### src/rtl/dac_spi_driver_if.sv
// dac_spi_driver_if: sample request channel plus SPI DAC pins and status of dac_spi_driver
//   sample_in/sample_valid       : upstream sample and single-cycle request
//   cs_n/sclk/mosi/ldac_n        : SPI mode-0 DAC pins
//   busy/frame_done/overrun      : frame status pulses and level
//   last_sent                    : data byte of the most recently completed frame
//   slave modport = the driver, master modport = the sample source / observer
interface dac_spi_driver_if;
    logic [7:0] sample_in;
    logic       sample_valid;
    logic       cs_n;
    logic       sclk;
    logic       mosi;
    logic       ldac_n;
    logic       busy;
    logic       frame_done;
    logic       overrun;
    logic [7:0] last_sent;
    modport master (
        output sample_in, sample_valid,
        input  cs_n, sclk, mosi, ldac_n, busy, frame_done, overrun, last_sent
    );
    modport slave (
        input  sample_in, sample_valid,
        output cs_n, sclk, mosi, ldac_n, busy, frame_done, overrun, last_sent
    );
endinterface

### src/rtl/dac_spi_driver.sv
// dac_spi_driver: serialises 8-bit samples into MCP4901-style 16-bit SPI mode-0 frames and pulses LDAC
//   clk   : system clock
//   reset : asynchronous, active-high
//   bus   : dac_spi_driver_if.slave (sample_in/sample_valid in; cs_n, sclk, mosi, ldac_n,
//           busy, frame_done, overrun, last_sent out)
module dac_spi_driver #(
    parameter int         CLK_DIV       = 2,
    parameter logic [3:0] CFG           = 4'b0011,
    parameter bit         CHANGE_DETECT = 1'b1
) (
    input logic              clk,
    input logic              reset,
    dac_spi_driver_if.slave  bus
);
    typedef enum logic [2:0] {IDLE, SETUP, HIGH, LOW, LATCH} state_t;
    state_t      state, state_nx;
    logic [7:0]  div_cnt;
    logic [3:0]  bit_cnt;
    logic [15:0] shreg;
    logic [7:0]  data_q, pending_data, ref_q, last_sent_q;
    logic        pending_valid;
    logic        req, div_end, start;
    logic [7:0]  load_data;
    logic        cs_n_c, sclk_c, mosi_c, ldac_n_c, busy_c, frame_done_c;

    assign req       = bus.sample_valid | (CHANGE_DETECT && bus.sample_in != ref_q);
    assign div_end   = div_cnt == 8'(CLK_DIV - 1);
    assign start     = state == IDLE && (pending_valid || req);
    // a request arriving in IDLE beats a stale pending sample
    assign load_data = req ? bus.sample_in : pending_data;

    always_ff @(posedge clk or posedge reset)
        if (reset) state <= IDLE;
        else       state <= state_nx;

    always_comb begin
        state_nx     = state;
        cs_n_c       = 1'b1;
        sclk_c       = 1'b0;
        mosi_c       = 1'b0;
        ldac_n_c     = 1'b1;
        busy_c       = 1'b1;
        frame_done_c = 1'b0;
        case (state)
            IDLE: begin
                busy_c = 1'b0;
                if (start) state_nx = SETUP;
            end
            SETUP: begin
                cs_n_c = 1'b0;
                mosi_c = shreg[15];
                if (div_end) state_nx = HIGH;
            end
            HIGH: begin
                cs_n_c = 1'b0;
                sclk_c = 1'b1;
                mosi_c = shreg[15];
                if (div_end) state_nx = LOW;
            end
            LOW: begin
                cs_n_c = 1'b0;
                mosi_c = shreg[15];
                if (div_end) state_nx = bit_cnt == 4'd15 ? LATCH : HIGH;
            end
            LATCH: begin
                ldac_n_c     = 1'b0;
                frame_done_c = div_end;
                if (div_end) state_nx = IDLE;
            end
            default: state_nx = IDLE;
        endcase
    end

    always_ff @(posedge clk or posedge reset)
        if (reset) begin
            div_cnt       <= '0;
            bit_cnt       <= '0;
            shreg         <= '0;
            data_q        <= '0;
            pending_data  <= '0;
            pending_valid <= 1'b0;
            ref_q         <= '0;
            last_sent_q   <= '0;
        end else begin
            div_cnt <= (state == IDLE || div_end) ? 8'd0 : div_cnt + 8'd1;
            if (state == IDLE) bit_cnt <= '0;
            if (start) begin
                shreg  <= {CFG, load_data, 4'b0000};
                data_q <= load_data;
            end
            // shifting on the HIGH->LOW boundary makes mosi change right after the falling edge
            if (state == HIGH && div_end) shreg <= {shreg[14:0], 1'b0};
            if (state == LOW && div_end && bit_cnt != 4'd15) bit_cnt <= bit_cnt + 4'd1;
            if (frame_done_c) last_sent_q <= data_q;
            if (req) begin
                ref_q        <= bus.sample_in;
                pending_data <= bus.sample_in;
            end
            pending_valid <= start ? 1'b0 : (req | pending_valid);
        end

    assign bus.cs_n       = cs_n_c;
    assign bus.sclk       = sclk_c;
    assign bus.mosi       = mosi_c;
    assign bus.ldac_n     = ldac_n_c;
    assign bus.busy       = busy_c;
    assign bus.frame_done = frame_done_c;
    assign bus.overrun    = req & pending_valid;
    assign bus.last_sent  = last_sent_q;
endmodule

### src/flat_wrapper.sv
// flat-port wrapper written by rule: the top's interface ports become plain ports
module dac_spi_driver_flat 
#(
    parameter int         CLK_DIV       = 2,
    parameter logic [3:0] CFG           = 4'b0011,
    parameter bit         CHANGE_DETECT = 1'b1
)
  (clk, reset, bus_sample_in, bus_sample_valid, bus_cs_n, bus_sclk, bus_mosi, bus_ldac_n, bus_busy, bus_frame_done, bus_overrun, bus_last_sent);
  dac_spi_driver_if bus_i ();
  input logic clk;
  input logic reset;
  input wire logic [$bits(bus_i.sample_in)-1:0] bus_sample_in;
  input wire logic [$bits(bus_i.sample_valid)-1:0] bus_sample_valid;
  output wire logic [$bits(bus_i.cs_n)-1:0] bus_cs_n;
  output wire logic [$bits(bus_i.sclk)-1:0] bus_sclk;
  output wire logic [$bits(bus_i.mosi)-1:0] bus_mosi;
  output wire logic [$bits(bus_i.ldac_n)-1:0] bus_ldac_n;
  output wire logic [$bits(bus_i.busy)-1:0] bus_busy;
  output wire logic [$bits(bus_i.frame_done)-1:0] bus_frame_done;
  output wire logic [$bits(bus_i.overrun)-1:0] bus_overrun;
  output wire logic [$bits(bus_i.last_sent)-1:0] bus_last_sent;
  assign bus_i.sample_in = bus_sample_in;
  assign bus_i.sample_valid = bus_sample_valid;
  assign bus_cs_n = bus_i.cs_n;
  assign bus_sclk = bus_i.sclk;
  assign bus_mosi = bus_i.mosi;
  assign bus_ldac_n = bus_i.ldac_n;
  assign bus_busy = bus_i.busy;
  assign bus_frame_done = bus_i.frame_done;
  assign bus_overrun = bus_i.overrun;
  assign bus_last_sent = bus_i.last_sent;
  dac_spi_driver #(.CLK_DIV(CLK_DIV), .CFG(CFG), .CHANGE_DETECT(CHANGE_DETECT)) u_core (.clk(clk), .reset(reset), .bus(bus_i));
endmodule
### config.mk
export PLATFORM = sky130hd
export DESIGN_NAME = dac_spi_driver_flat
export DESIGN_NICKNAME = d
export VERILOG_FILES = /design/src/rtl/dac_spi_driver_if.sv /design/src/rtl/dac_spi_driver.sv /design/src/flat_wrapper.sv
export SDC_FILE = /design/constraint.sdc
export NUM_CORES = 1
export LEC_CHECK = 0
export BUFFER_PORTS_ARGS = -buffer_cell sky130_fd_sc_hd__buf_4
export CAP_MARGIN = 20
export CORE_UTILIZATION = 62
export DETAILED_ROUTE_END_ITERATION = 16
export PLACE_DENSITY_LB_ADDON = 0.2
export SLEW_MARGIN = 30
export SYNTH_ARGS = -nofsm -noshare
export SYNTH_HDL_FRONTEND = slang
export SYNTH_SLANG_ARGS = --single-unit
### constraint.sdc
create_clock -name clk -period 3.88 [get_ports clk]
set_clock_uncertainty 0.2 [all_clocks]
set_input_delay 0.194 -clock clk [delete_from_list [all_inputs] [get_ports clk]]
set_output_delay 0.194 -clock clk [all_outputs]
set_load 0.01 [all_outputs]
### Word level (Yosys, flattened, before mapping)

Cells that the tools add are included.

* bits in registers: 64
* bits of input ports: 11
* output and inout bits: 15

* equal/unequal tests: 13
* reduce and logical (&&, ||, !) cells: 11
* muxes and demuxes: 20
* add/sub/neg operators: 2
* bitwise gates (word level): 3

Operators by type and width (count)
* $mux 16: 2
* $mux 3: 6
* $mux 8: 2
* $pmux 3 s5: 1
* $ne 2x1->1 const B: 5
* $add 8x1->8 const B: 1
* $eq 8x1->1 const B: 1
* $mux 4: 2
* $ne 8x8->1: 1
* $mux 1: 7
* $eq 3x2->1 const B: 2
* $reduce_and 5->1: 1
* $add 4x1->4 const B: 1
* $eq 4x4->1 const B: 1
* $logic_and 1x1->1: 4
* $ne 4x4->1 const B: 1
* $reduce_bool 2->1: 2
* $eq 3x1->1 const B: 1
* $eq 3x3->1 const B: 1
* $logic_not 3->1: 1
* $reduce_or 3->1: 1
* $logic_or 1x1->1: 2
* $or 1x1->1: 2
* $and 1x1->1: 1

### Depth between registers and ports, before layout

* depth after elaboration: 6
* mapped depth: 8
* depth with buffers taken out: 7

### Worst setup path before layout

OpenSTA, ideal clock, no wires.

* path kind: register to register
* from: register u_core.ref_q[7]
* to: register u_core.data_q[0]
* data required time: 3.555 ns
* slack: 1.928 ns
* stages on the path, launching flop included: 7
* library setup time: 0.125 ns
* data arrival time: 1.628 ns
* clock period less this slack: 1.952 ns
* cell sequence: dfrtp_1 -> xor2_1 -> nor4_2 -> nand3_1 -> buf_6 -> mux2_4 -> mux2_2

* elaborated cells on any way between the ends: 5
* classes of those cells: 1 x eq/ne; 1 x mux; 1 x bitwise; 2 x reduce/logical

RTL lines
* start, declared: RTL line dac_spi_driver.sv:20 `logic [7:0] data_q, pending_data, ref_q, last_sent_q;`
* start signal, assigned: RTL line dac_spi_driver.sv:96 `ref_q <= bus.sample_in;`
* $ne 8x8->1: RTL line dac_spi_driver.sv:26 `assign req = bus.sample_valid | (CHANGE_DETECT && bus.sample_in != ref_q);`
* $or 1x1->1: RTL line dac_spi_driver.sv:26
* $mux 8: RTL line dac_spi_driver.sv:30 `assign load_data = req ? bus.sample_in : pending_data;`
* net u_core.load_data[0]: RTL line dac_spi_driver.sv:23 `logic [7:0] load_data;`
* end signal, assigned: RTL line dac_spi_driver.sv:89 `data_q <= load_data;`
* end, declared: RTL line dac_spi_driver.sv:20

The timed path passes the listed nets, and every way through them passes these cells.
A chain may end at the register's enable or synchronous reset.

### Worst setup path after layout

* from: input port bus_sample_in[7]
* to: output port bus_overrun

* longest elaborated chain between the ends: 3

Ends and longest elaborated chain
* start, declared: RTL line flat_wrapper.sv:12 `input wire logic [$bits(bus_i.sample_in)-1:0] bus_sample_in;`
* $ne 8x8->1: RTL line dac_spi_driver.sv:26
* $or 1x1->1: RTL line dac_spi_driver.sv:26
* $and 1x1->1: RTL line dac_spi_driver.sv:108 `assign bus.overrun = req & pending_valid;`
* end, declared: RTL line flat_wrapper.sv:20 `output wire logic [$bits(bus_i.overrun)-1:0] bus_overrun;`

Every way passes these cells.

==> summary.txt <==
Placement Setup Slack -> 1380 ps
Buf/Inv on CP -> 3
leakage power figure -> 1.52 nW
CP delay by family, top -> simple AND/OR/NAND/NOR gates
number of global-route vias before repair -> 1694
# H-tree levels -> 3
layout cells sized above 1 -> 22.0%
Hold Crit Class -> flop to flop
Worst Path Arrival -> 2290 ps
Remaining Overflow, GRT -> 0
status -> completed
Pins Over Slew Limit -> 0
CTS Buffer Depth -> 2
crit-path cells -> dlygate4sd3_1, buf_4, xor2_1, nor4_2, nand3_1, and2_1, buf_4
FP Rows -> 23
Final nets -> 277
area delta synth->final -> 19.6%
Tcrit/Tclk final -> 69.2%
Period minus WS final -> 2680 ps
commonest non-fill, non-tap cell in the layout -> dfrtp_1
Netlist Area Pre-Place -> 2580 um2
Core Util, Final -> 77.1%
CTS clk-pin slew, worst paths -> 70 ps
CP Capture Type -> output pin
Slew @ Worst Pin -> 745 ps
GPL Wtd Cong -> 0.791
Setup WS post-layout -> 1200 ps
YS warnings -> 0
core area -> 4000 um2
sequential fraction of the synthesis area -> 58.2%
most used cell, CP -> buf_4
vias per cell -> 5.49
Layout fillers -> 257
multi-input logic area -> 925 um2
DRC viols -> 0
Overall Global Routing Usage -> 24.9%
largest net degree at the start of global routing -> 46
Yosys cell types -> 38
PwrDens -> 426 nW/um2
n_diodes -> 0
Mapped Avg Cell Area -> 11.1 um2
synth top area cells -> dfrtp_1 58%, mux2_2 3.9%, o21ai_0 3.9%
synthesized instance count -> 233
Yosys top cell by area -> dfrtp_1
commonest non-fill, non-tap cells in the layout -> 60 x dfrtp_1, 27 x buf_4, 19 x inv_1, 19 x o21ai_0, 18 x nor2_1
Achievable Freq -> 0.373 GHz
Post-Route WL -> 4.66 mm
first-pass GRT wire length -> 7.74 mm
Worst path slowest cell -> dlygate4sd3_1
CP max FO -> 11
WP data required -> 3490 ps
CP max stage delay -> 530 ps
Setup CP Type -> input pin to output pin
DRT iter0 DRCs -> 96
Clock Sinks -> 60
Clock Root Buffer -> clkbuf_8
HPWL after DPL -> 3.06 mm
Final setup viols -> 0
drt wl/cell -> 14.7 um
Starting Density -> 64.5%
syn_nets -> 247
total CTS buffers -> 9
Clock Latency Late Sink -> 340 ps
Critical Path Source Type -> input pin
# IOs -> 26
RSZ-0062 raised after global routing -> no
die area -> 4420 um2
initial antenna violation count -> 0
Yosys reg bits -> 60
Post-CTS Repair Setup Buffers -> 0
Vias -> 1746
# Max-Cap Violations -> 0
antenna viol nets, final -> 0
first-pass detailed-route iteration total -> 4
share of the synthesized area in the top cell type -> 58.2%
I/O Buffers -> 25
Chip Height -> 66.5 um
worst rel slew slack -> 50.0%
DIE WIDTH -> 66.5 um
Peak VDD IR -> 0.288 mV
Final Hold Fails -> 0
TritonCTS clock tree -> yes
setup TNS -> 0 ps
Sequential Area -> 1500 um2
[report_power, final]
part	switching, mW	internal [mW]	leakage [nW]	total (mW)
logic	0.0274	0.0204	0.644	0.0478
clock network	0.251	0.377	0.105	0.629
registers	0.00305	0.634	0.768	0.637
total	0.282	1.03	1.52	1.31
[cell type report]
class | instances | share of cell area [%]
clock buffer | 10 | 4.46
clock inverter | 6 | 2.84
inverter | 20 | 2.48
multi-input combinational | 136 | 30.0
sequential | 60 | 48.7
tap | 50 | 2.03
timing repair buffer | 36 | 9.50
[through the flow]
stage / power (mW) / cell area (um2) / hold WS [ps] / std cells
2_1_floorplan: 0.673 / 2580 / 91.6 / 233
3_3_place_gp: 0.689 / 2770 / 131 / 293
3_5_place_dp: 0.690 / 2770 / 129 / 293
4_1_cts: 1.32 / 3080 / 274 / 318
5_1_grt: 1.36 / 3080 / 301 / 318
6_report: 1.31 / 3080 / 275 / 318
[cells in the mapped netlist, drive strengths merged]
| master | instances |
|---|---|
| a21oi | 4 |
| a22o | 2 |
| a22oi | 1 |
| and2 | 4 |
| and3 | 4 |
| and3b | 1 |
| and4b | 1 |
| buf | 6 |
| clkbuf | 11 |
| dfrtp | 60 |
| ha | 3 |
| inv | 20 |
| mux2 | 10 |
| mux2i | 7 |
| nand2 | 14 |
| nand2b | 2 |
| nand3 | 8 |
| nand3b | 1 |
| nand4b | 1 |
| nor2 | 18 |
| nor2b | 1 |
| nor3 | 4 |
| nor4 | 1 |
| nor4b | 1 |
| o211a | 1 |
| o21ai | 21 |
| o21bai | 1 |
| o221ai | 7 |
| o22ai | 1 |
| o31ai | 2 |
| or2 | 1 |
| xnor2 | 3 |
| xor2 | 11 |
[per-layer routing]
metal	vias up	global-route usage [%]	share of wire (%)
met5	-	0	0
met4	0	9.57	1.7
met3	10	8.56	5.3
met2	52	36.6	45
met1	844	34.1	48
li1	840	-	-
[final timing paths]
| path | startpoint | to | slack, ps | cells past startpoint |
|---|---|---|---|---|
| setup / recovery | bus_sample_in[7] | bus_overrun | 1200 | 7 |
| min in group asynchronous | reset | u_core.shreg[5] | 320 | 3 |
| hold / removal | u_core.bit_cnt[3] | u_core.bit_cnt[3] | 280 | 1 |
| setup reg to reg | u_core.ref_q[7] | u_core.data_q[0] | 1370 | 6 |
| hold reg to reg | u_core.bit_cnt[3] | u_core.bit_cnt[3] | 280 | 1 |
| max in group asynchronous | reset | u_core.data_q[2] | 2470 | 4 |
[sequential cells by signal (all words and copies together), names as in the netlist]
| name | flops |
|---|---|
| u_core.bit_cnt | 4 |
| u_core.state | 3 |
| u_core.pending_valid | 1 |
| u_core.div_cnt | 8 |
| u_core.pending_data | 8 |
| u_core.data_q | 8 |
| u_core.ref_q | 8 |
| u_core.bus.last_sent | 8 |
| u_core.shreg | 12 |
[cells by family after synthesis]
family                   count (synthesis)  synth area share (%)
AO/OA/AOI/OAI                           40                  9.70
XOR/XNOR                                14                  4.76
adder cells (fa/ha/maj)                  3                  1.46
buffers and inverters                   37                  5.92
flip-flops                              60                  58.2
multiplexers                            17                  7.23
AND/OR/NAND/NOR                         62                  12.7
[what timing repair did]
item,4_1_cts,5_1_grt
hold buffers,9,0
gates resized for setup,0,0
hold endpoints to repair,60,0
(Power assumes the default switching activity.)
